File: src/rtl/request_encoder.sv
// request_encoder
// ---------------
// Sequential 8-to-3 encoder. A multi-hot request word is accepted over a
// valid/ready handshake, and the 3-bit index of each set bit is emitted, one
// per accepted output beat, until the word is exhausted.
//
// Handshake rule (both ports): a transfer happens on a rising clk edge where
// valid && ready are both high. A producer never withdraws valid or changes
// its data while it waits for ready.
//
// Ports:
//   clk       rising-edge clock
//   reset     synchronous, active-high reset
//   in_valid  request word presented
//   in_ready  encoder can take a word this cycle
//   in_req    request word, bit i set means index i requested
//   out_valid out_addr holds a valid index
//   out_ready downstream consumes the beat
//   out_addr  binary index of the selected pending bit
//   out_last  current beat is the final index of the word
//   zero_seen one-cycle pulse after an all-zero word was accepted
//
// Configuration:
//   REQUEST_ENCODER_ROUND_ROBIN_EN  when defined, indices are picked by a
//   rotating search starting at a persistent pointer (ascending, wrapping
//   7->0); when undefined, the lowest pending index is always picked first.
module request_encoder #(
  parameter int WIDTH = 8,
  parameter int ADDRW = 3
) (
  input  logic             clk,
  input  logic             reset,
  input  logic             in_valid,
  output logic             in_ready,
  input  logic [WIDTH-1:0] in_req,
  output logic             out_valid,
  input  logic             out_ready,
  output logic [ADDRW-1:0] out_addr,
  output logic             out_last,
  output logic             zero_seen
);

  localparam logic [0:0] IDLE = 1'b0;
  localparam logic [0:0] EMIT = 1'b1;

  logic [0:0]       state;
  logic [WIDTH-1:0] pend;
  logic [ADDRW-1:0] sel;
  logic             single;
  logic             consume;
  logic             accept;
  logic [WIDTH-1:0] pend_cleared;

`ifdef REQUEST_ENCODER_ROUND_ROBIN_EN
  logic [ADDRW-1:0] ptr;

  // Rotating search: first pending bit at or after ptr, wrapping around.
  always_comb begin
    logic             found;
    logic [ADDRW-1:0] idx;
    sel   = '0;
    found = 1'b0;
    idx   = '0;
    for (int i = 0; i < WIDTH; i++) begin
      idx = ptr + ADDRW'(i);
      if (!found && pend[idx]) begin
        sel   = idx;
        found = 1'b1;
      end
    end
  end
`else
  // Fixed priority: scanning downward lets the lowest set bit win.
  always_comb begin
    sel = '0;
    for (int i = WIDTH - 1; i >= 0; i--) begin
      if (pend[i]) sel = ADDRW'(i);
    end
  end
`endif

  // Exactly one bit set: nonzero and clearing the lowest set bit leaves zero.
  assign single = (pend != '0) && ((pend & (pend - WIDTH'(1))) == '0);

  // Outputs come straight from pend/state, so out_ready cannot reach them.
  assign out_valid    = (state == EMIT);
  assign out_addr     = sel;
  assign out_last     = (state == EMIT) && single;

  assign consume      = out_valid && out_ready;
  // In EMIT a new word may only enter as the final index leaves.
  assign in_ready     = (state == IDLE) || (consume && out_last);
  assign accept       = in_valid && in_ready;
  assign pend_cleared = pend & ~(WIDTH'(1) << sel);

  always_ff @(posedge clk) begin
    if (reset) begin
      state     <= IDLE;
      pend      <= '0;
      zero_seen <= 1'b0;
`ifdef REQUEST_ENCODER_ROUND_ROBIN_EN
      ptr       <= '0;
`endif
    end else begin
      zero_seen <= 1'b0;
`ifdef REQUEST_ENCODER_ROUND_ROBIN_EN
      if (consume) ptr <= sel + ADDRW'(1);
`endif
      if (accept) begin
        // Covers both IDLE loads and the back-to-back load on the last beat;
        // in the latter case the cleared pend would be zero anyway.
        pend <= in_req;
        if (in_req != '0) begin
          state <= EMIT;
        end else begin
          state     <= IDLE;
          zero_seen <= 1'b1;
        end
      end else if (consume) begin
        pend <= pend_cleared;
        if (out_last) state <= IDLE;
      end
    end
  end

endmodule

File: config.mk
export PLATFORM = sky130hd
export DESIGN_NAME = request_encoder
export DESIGN_NICKNAME = d
export VERILOG_FILES = /design/src/rtl/request_encoder.sv
export SDC_FILE = /design/constraint.sdc
export NUM_CORES = 1
export LEC_CHECK = 0
export ABC_CLOCK_PERIOD_IN_PS = 2600
export BUFFER_PORTS_ARGS = -buffer_cell sky130_fd_sc_hd__buf_4
export CAP_MARGIN = 20
export CORE_ASPECT_RATIO = 0.9
export CORE_MARGIN = 2
export CORE_UTILIZATION = 43
export DETAILED_ROUTE_END_ITERATION = 12
export MAX_ROUTING_LAYER = met4
export PLACE_DENSITY = 0.65
export SYNTH_ARGS = -nofsm -noshare
export SYNTH_HDL_FRONTEND = slang
export SYNTH_SLANG_ARGS = --single-unit
File: constraint.sdc
create_clock -name clk -period 2.6 [get_ports clk]
set_input_delay 0.52 -clock clk [delete_from_list [all_inputs] [get_ports clk]]
set_output_delay 0.52 -clock clk [all_outputs]
set_load 0.03 [all_outputs]
* Word level (Yosys, flattened, before mapping)
Index checks and enable logic that the tools add are counted.
Word-level totals: register bits after elaboration 10, bits of input ports 12, logic and storage cells 38
Cells by class: add/sub/neg operators 1, shift operators 1, muxes and demuxes 15, bitwise gates (word level) 5, reductions and logical operators 13
Operators by type and width (count):
- 2-to-1 mux 3 bit | 8
- bitwise AND 8 bit | 2
- 2-to-1 mux 8 bit | 2
- nonzero test 8 bit | 2
- logical NOT 8 bit | 1
- inverter 8 bit | 1
- << shifter 1 x 3 -> 8 bit, first input constant | 1
- subtractor 8 x 1 -> 8 bit, second input constant | 1
- logical AND 1 bit | 5
- 2-to-1 mux 1 bit | 5
- nonzero test 2 bit | 2
- inverter 1 bit | 2
- AND reduction 2 bit | 1
- OR reduction 2 bit | 1
- logical OR 1 bit | 1

* Longest topological paths before layout
Gate-level depths: netlist of run 1.
word-level depth 13, depth in mapped cells 7, gate-level depth less buffers 5

* Least setup slack after synthesis of run 1
OpenSTA, ideal clock, no wires.
path type flip-flop to output port, start register pend[0], end output in_ready, arrival 2.222 ns, required time 2.080 ns, setup slack -0.142 ns, cell stages (with the launch flop) 7, buffers on the path 2, path through dfxtp_1 > buf_6 > or4_1 > buf_2 > o21ai_1 > nand3_2 > o31ai_1
Between the ends: cells in the longest elaborated chain, start to end 7
RTL lines:
- start, declared | line 47 | logic [WIDTH-1:0] pend;
- start signal, assigned | line 112 | pend <= in_req;
- start signal, assigned | line 120 | pend <= pend_cleared;
- subtractor 8 x 1 -> 8 bit | line 83 | assign single = (pend != '0) && ((pend & (pend - WIDTH'(1))) == '0);
- bitwise AND 8 bit | line 83
- logical NOT 8 bit | line 83
- logical AND 1 bit * | line 83
- logical AND 1 bit * | line 88 | assign out_last = (state == EMIT) && single;
- logical AND 1 bit * | line 92 | assign in_ready = (state == IDLE) || (consume && out_last);
- logical OR 1 bit * | line 92
- end, declared | line 34 | output logic in_ready,
Mark *: on every way between the ends. The rest lies on a longest branch, timed or not.

* Final worst setup path of run 1
start register pend[1], end output in_ready
Same word-level chain as after synthesis.

==> metrics.txt, run 1 <==
Setup CP Type=reg -> out; fmax=0.392 GHz; leading cell type by number of instances after synthesis=dfxtp_1; WP data required=2.08 ns; Int Power=0.364 mW; die width=45.6 um; worst-path fanout max=8; drc violations=0; setup violators final=0; total track usage=21.8%; pwr/cell area=658 nW/um^2; DR WL met3=79 um; std cell rows=13; Cell Area, Synth=671 sq um; Rel. slew slack=70.2%; Buffers on Ports=18; placed cell area=813 sq um; layout cell share with drive strength beyond 1=36.6%; most instantiated cells after synthesis=dfxtp_1, nor2_1, nand2_1; largest family of logic cells by synthesized area=simple AND/OR/NAND/NOR gates; Mapped Cells=81; hold_buf cts=0; status=completed; setup slack after layout=0.0458 ns; endpoints failing hold=0; GP Congestion=0.823; first drt pass iteration count=4; Yosys top cell by area=dfxtp_1; dpl ws=0.203 ns; top post-synthesis cells by area=dfxtp_1, mux2_4, mux2i_1, nor2_1, o311ai_0; total net switching power=0.228 mW; core area=1450 sq um; final non-filler cell area=901 sq um; initial DRC count=10; Starting Density=46.3%; CP Capture Type=output port; part of the power in registers=32.5%; adder-cell area share of the yosys netlist=1.49%; CTS tree=done; Vias/cell=5.98; final design utilization=62.2%; Comb pwr share=42.8%; DRT Wirelength=1.77 mm; Synth Area in XOR/XNOR=0%; Lkg Pwr=0.380 nW; Synth Flop Type=dfxtp_1; Tmin final=2.55 ns; distinct cell type count after synthesis=33; antenna violations before repair=0; Net Count, Synth=93; min-delay worst type=in -> reg; Sw Ratio=38.5%; asr flop ratio synth=0%; Skew-Pair Late Insertion Delay=0.28 ns; fin. max-slew vios=0; met2 WL post-DR=823 um; GR Overflow Total=0; setup tns final=0 ns; Area growth, synth to finish=34.3%; Clk pwr share=24.8%; mux contribution to synthesized area=12.7%; M1 wire length=827 um; largest net degree at the start of global routing=12; vias post-DR=694; clock sink count=10; highest routed layer=met4; Mapped Avg Cell Area=8.28 sq um; top-level I/O count=19; Worst Tran Pin Value=0.442 ns; WL per Instance=15.2 um; critical path arrival=2.03 ns; clock slew at reported path FFs=0.07 ns; worst vdd ir=0.354 mV; die area=1890 sq um; vias in the first global route=619; top-area cell type share of the netlist area=29.9%; DRT antenna net count=0; Ys Warns=0; CTS buffer count=3; number of synthesized register bits=10; Critical Path Source Type=register; EDFF count, synth=0; clock buffer depth=2; total of max-cap violations=0; # diodes=0; CTS H-tree lvls=1; final worst clock skew=0.00779 ns; die height=41.5 um; Filler Cell Count=135; Final period util=98.2%; Root Driver=clkbuf_4; Seq/Total Area, Yosys=29.9%; global-route wire length before repair=2.88 mm; Synth Area in Compound Gates=21.5%; Post-Synth Simple-Gate Area=28.7%; Final #Nets=114; R2R setup slack=0.44 ns
critical path: stages, from the launching register on:
cell     delay [ns]
dfxtp_1        0.38
or4_4          0.62
or3_4          0.40
nand3_4        0.12
o31ai_4        0.07
buf_6          0.16
power by group through the flow:
stage / Sequential [mW] / Clock [mW] / Combinational (mW)
final: 0.192 / 0.147 / 0.253
after global routing: 0.195 / 0.156 / 0.274
after CTS: 0.189 / 0.150 / 0.224
after detailed placement: 0.192 / 0 / 0.221
after global placement: 0.193 / 0 / 0.219
after floorplan: 0.189 / 0 / 0.157
state kept, by name, summed over array words and instances, names as in the netlist:
register / count
pend: 8
out_valid: 1
zero_seen: 1
routing by layer:
| metal | global-route usage [%] | up-vias |
|---|---|---|
| li1 | - | 344 |
| met4 | 9.41 | 0 |
| met1 | 29.6 | 332 |
| met3 | 7.39 | 5 |
| met2 | 28.7 | 13 |
| met5 | - | - |
area by class of cell:
type	count	area, sq um	area share [%]
Multi-Input combinational cell	63	477	52.9
Sequential cell	10	200	22.2
Timing Repair Buffer	20	154	17.1
Clock buffer	4	36.3	4.03
Tap cell	15	18.8	2.08
Inverter	4	15.0	1.67
cells in the final DEF (no fill, tap or decap), types with 2 or more instances in the layout:
master / instances
dfxtp_1: 10
nor4_1: 3
o311ai_0: 3
buf_4: 19
mux2_4: 3
nor3_1: 4
clkbuf_4: 3
nand3_1: 3
inv_1: 4
nor2b_1: 3
nand2_1: 6
or3_1: 2
a21oi_1: 3
mux2i_1: 4
nor2_1: 9
per-stage QoR:
| stage | hold slack, ns | power [mW] | cells |
|---|---|---|---|
| 2_1_floorplan | 0.529 | 0.346 | 81 |
| 3_3_place_gp | 0.566 | 0.412 | 111 |
| 3_5_place_dp | 0.571 | 0.413 | 111 |
| 4_1_cts | 0.479 | 0.563 | 115 |
| 5_1_grt | 0.483 | 0.625 | 116 |
| 6_report | 0.486 | 0.593 | 116 |
logic make-up after synthesis:
kind of cell | after synthesis
compound gates | 19
flops | 10
buf+inv | 8
fa+ha+maj | 1
mux | 7
simple gates | 36
worst paths after layout:
kind             start   endpoint  depth (start not counted)
min          in_req[7]    pend[7]                          2
max            pend[1]   in_ready                          5
min reg2reg  out_valid  out_valid                          2
max reg2reg    pend[1]    pend[3]                          5
timing repair:
action                     CTS  global route
setup buffers                0             1
gates resized for setup      1             7
setup endpoints to repair    2             1
cloned                       0             0
pin swaps                    0             4
Note: power is estimated with default switching activity, not from simulation.
==> run 2, diff against run 1 <==
- ABC_CLOCK_PERIOD_IN_PS: 2600 -> 2750
- RECOVER_POWER: not set -> 50
- clock period: 2.6 -> 2.75 ns (I/O delays scaled with it)
==> metrics.txt, run 2 (synthesis results as in run 1) <==
Worst Tran Pin Value=0.540 ns; clock buffer depth=2; final non-filler cell area=837 sq um; hold_buf cts=0; min-delay worst type=in -> reg; Vias/cell=5.97; endpoints failing hold=0; CTS buffer count=3; Rel. slew slack=64.0%; Starting Density=46.3%; most common cell after layout, fill and taps aside=buf_4; CP max-delay cell=or4_4; met3 usage=6.96%; Cell Chain, Critical Path=or4_4, o21ai_1, nand3_2, o31ai_4, buf_4; Tmin final=2.59 ns; Root Driver=clkbuf_4; max reg flops=8; DRT Wirelength=1.65 mm; DRT antenna net count=0; CTS tree=done; GRT Max-Usage Layer=met1; total of max-cap violations=0; critical path arrival=2.04 ns; met2 Use GR=25.4%; final worst clock skew=0.00734 ns; dpl ws=0.279 ns; top-level I/O count=19; die height=41.5 um; CTS H-tree lvls=1; largest net degree at the start of global routing=12; Filler Cell Count=140; std cell rows=13; clock sink count=10; WL per Instance=14.3 um; Skew-Pair Late Insertion Delay=0.27 ns; GR Overflow Total=0; die width=45.6 um; CP delay by family, top=simple AND/OR/NAND/NOR gates; total track usage=19.1%; fin cells=115; max incr delay on CP=0.60 ns; commonest cells after routing, fill and taps aside=buf_4, nor2_1, dfxtp_1; Bufs and invs on worst path=1; GP Congestion=0.826; placed cell area=806 sq um; initial DRC count=19; worst vdd ir=0.330 mV; WP data required=2.20 ns; Area growth, synth to finish=24.8%; CP Capture Type=output port; clock slew at reported path FFs=0.08 ns; setup slack after layout=0.160 ns; largest reg by FF count=pend; sequential cell area=201 sq um; Final period util=94.2%; core area=1450 sq um; RSZ-0062 raised after global routing=false; fmax=0.386 GHz; status=completed; Buffers on Ports=18; die area=1890 sq um; GR Util met1=27.9%; global-route wire length before repair=2.61 mm; setup tns final=0 ns; Critical Path Source Type=register; worst-path fanout max=10; vias post-DR=687; Placed Cells=110; pwr/cell area=625 nW/um^2; Multi-input gate area=442 sq um; vias in the first global route=578; Final #Nets=113; layout cell share with drive strength beyond 1=28.0%; HPWL Detailed=1.20 mm; fin. max-slew vios=0; Setup CP Type=reg -> out; antenna violations before repair=0; setup violators final=0; drc violations=0; # diodes=0; first drt pass iteration count=4; Lkg Pwr=0.346 nW
==> run 2: through the flow <==
step	util, %	power, mW	hold slack, ns
finish	57.8	0.523	0.521
global route	57.8	0.551	0.522
CTS	58.4	0.527	0.517
detailed placement	55.7	0.388	0.578
global placement	55.7	0.387	0.565
floorplan	-	0.327	0.529
==> run 2: what timing repair did <==
item                       CTS  global route
setup endpoints to repair    1             1
setup buffers                0             1
pin swaps                    0             1
resized for setup            1             2
==> run 2: worst paths after layout <==
check	from	to	slack [ns]	cells after the start
min	in_req[7]	pend[7]	0.52	2
min reg2reg	pend[5]	pend[5]	0.59	2
max reg2reg	pend[0]	pend[1]	0.38	6
max	pend[0]	in_ready	0.16	5
==> run 2: power breakdown <==
group | leakage (nW) | internal, mW | switching [mW]
clock | 0.0210 | 0.0804 | 0.0558
combinational | 0.242 | 0.0835 | 0.120
sequential | 0.0827 | 0.159 | 0.0246
total | 0.346 | 0.323 | 0.201
==> run 2: cell type report <==
cell class	instances	share of cell area [%]
clock buffer	4	4.33
inverter	4	1.79
multi-input combinational	63	52.8
sequential	10	24.1
tap	15	2.24
timing repair buffer	19	14.8
==> run 2: layer usage <==
metal / wire, um / up-vias / share of wire, %
met5: 0 / - / 0
met4: 19 / 0 / 1.2
met3: 79 / 4 / 4.8
met2: 738 / 19 / 45
met1: 812 / 324 / 49
li1: - / 340 / -
==> run 3, diff against run 2 <==
--- a/config.mk
+++ b/config.mk
@@ -10,3 +10,2 @@
 export CAP_MARGIN = 20
-export CORE_ASPECT_RATIO = 0.9
 export CORE_MARGIN = 2
--- a/constraint.sdc
+++ b/constraint.sdc
@@ -3,2 +3,2 @@
 set_output_delay 0.55 -clock clk [all_outputs]
-set_load 0.03 [all_outputs]
+set_load 0.01 [all_outputs]
==> metrics.txt, run 3 (synthesis results as in run 1) <==
status=completed; Area growth, synth to finish=23.5%; final design utilization=55.6%; Skew-Pair Late Insertion Delay=0.28 ns; final worst clock skew=0.0103 ns; Final #Nets=112; commonest cells after routing, fill and taps aside=buf_4, dfxtp_1, nor2_1; Bufs and invs on worst path=1; fmax=0.383 GHz; Comb pwr share=34.6%; worst-path fanout max=10; min-delay worst type=in -> reg; DRT Wirelength=1.66 mm; Starting Density=45.0%; initial DRC count=11; part of the power in registers=37.3%; pwr/cell area=590 nW/um^2; Vias/cell=5.88; max reg flops=8; CTS tree=done; die width=43.5 um; clock slew at reported path FFs=0.08 ns; std cell rows=14; largest reg by FF count=pend; clock buffer depth=2; HPWL Detailed=1.24 mm; drc violations=0; setup violators final=0; first drt pass iteration count=6; CP Capture Type=output port; DRT antenna net count=0; CTS H-tree lvls=1; total net switching power=0.165 mW; setup tns final=0 ns; total track usage=19.3%; GR Overflow Total=0; # diodes=0; critical path arrival=2.06 ns; die area=1890 sq um; Setup CP Type=reg -> out; antenna violations before repair=0; Tmin final=2.61 ns; Buffers on Ports=18; Clk pwr share=28.1%; Root Driver=clkbuf_4; CP delay by family, top=simple AND/OR/NAND/NOR gates; max incr delay on CP=0.62 ns; layout cell share with drive strength beyond 1=28.3%; clock sink count=10; top-level I/O count=19; CTS buffer count=3; total of max-cap violations=0; Int Power=0.324 mW; Worst Tran Pin Value=0.876 ns; GP Congestion=0.773; Sw Ratio=33.7%; Rel. slew slack=41.2%; most common cell after layout, fill and taps aside=buf_4; Cell Chain, Critical Path=or4_4, o22ai_1, nand3_2, o31ai_2, buf_4; Final period util=94.9%; RSZ-0062 raised after global routing=false; Filler Cell Count=149; global-route wire length before repair=2.62 mm; core area=1490 sq um; vias in the first global route=603; vias post-DR=676; worst vdd ir=0.385 mV; CP max-delay cell=or4_4; Lkg Pwr=0.350 nW; fin. max-slew vios=0; endpoints failing hold=0; Critical Path Source Type=register; WP data required=2.20 ns; WL per Instance=14.4 um; largest net degree at the start of global routing=12; post-CTS setup buffer count=0; die height=43.5 um
-- run 3: cell count changes in the layout (fill, tap and decap cells not counted), sizes merged --
cell / before / now
clkbuf: 9 / 6
buf: 14 / 16
-- run 3: worst paths after layout --
| kind | start | to | slack (ns) | cells after the start |
|---|---|---|---|---|
| worst max-delay path | pend[0] | in_ready | 0.14 | 5 |
| worst min-delay path | in_req[7] | pend[7] | 0.52 | 2 |
| worst min register to register | out_valid | out_valid | 0.59 | 2 |
| worst max register to register | pend[0] | pend[3] | 0.24 | 5 |
-- run 3: cell type report --
cell class	count	area [sq um]	area share [%]
well taps	16	20.0	2.42
repair buffers	18	128	15.4
flip-flops and latches	10	200	24.2
multi-input cells	63	429	51.8
clock buffers	4	36.3	4.38
inverters	4	15.0	1.81
-- run 3: timing repair --
item / CTS / global route
gates resized for setup: 1 / 1
setup endpoints to repair: 1 / 1
hold buffers: 0 / 0
-- run 3: stage by stage --
step	hold WS (ns)	setup slack (ns)	instances	area (sq um)	total power, mW
floorplan	0.529	0.402	81	671	0.296
global placement	0.581	0.320	111	802	0.354
detailed placement	0.578	0.287	111	802	0.355
CTS	0.514	0.0720	115	842	0.495
global route	0.517	0.0551	115	828	0.518
finish	0.517	0.141	115	828	0.488
-- run 3: routing by layer --
layer  track usage (%)  up-vias  wire (um)
li1                  -      338          -
met1              25.6      306        757
met2              28.7       30        772
met3              4.17        2        115
met4              7.27        0         12
met5                 -        -          0
-- run 3: power groups by stage --
stage	clock (mW)	sequential, mW	combinational (mW)
final	0.137	0.182	0.169
after global routing	0.147	0.186	0.185
after CTS	0.139	0.181	0.174
after detailed placement	0	0.184	0.171
after global placement	0	0.184	0.171
after floorplan	0	0.176	0.120
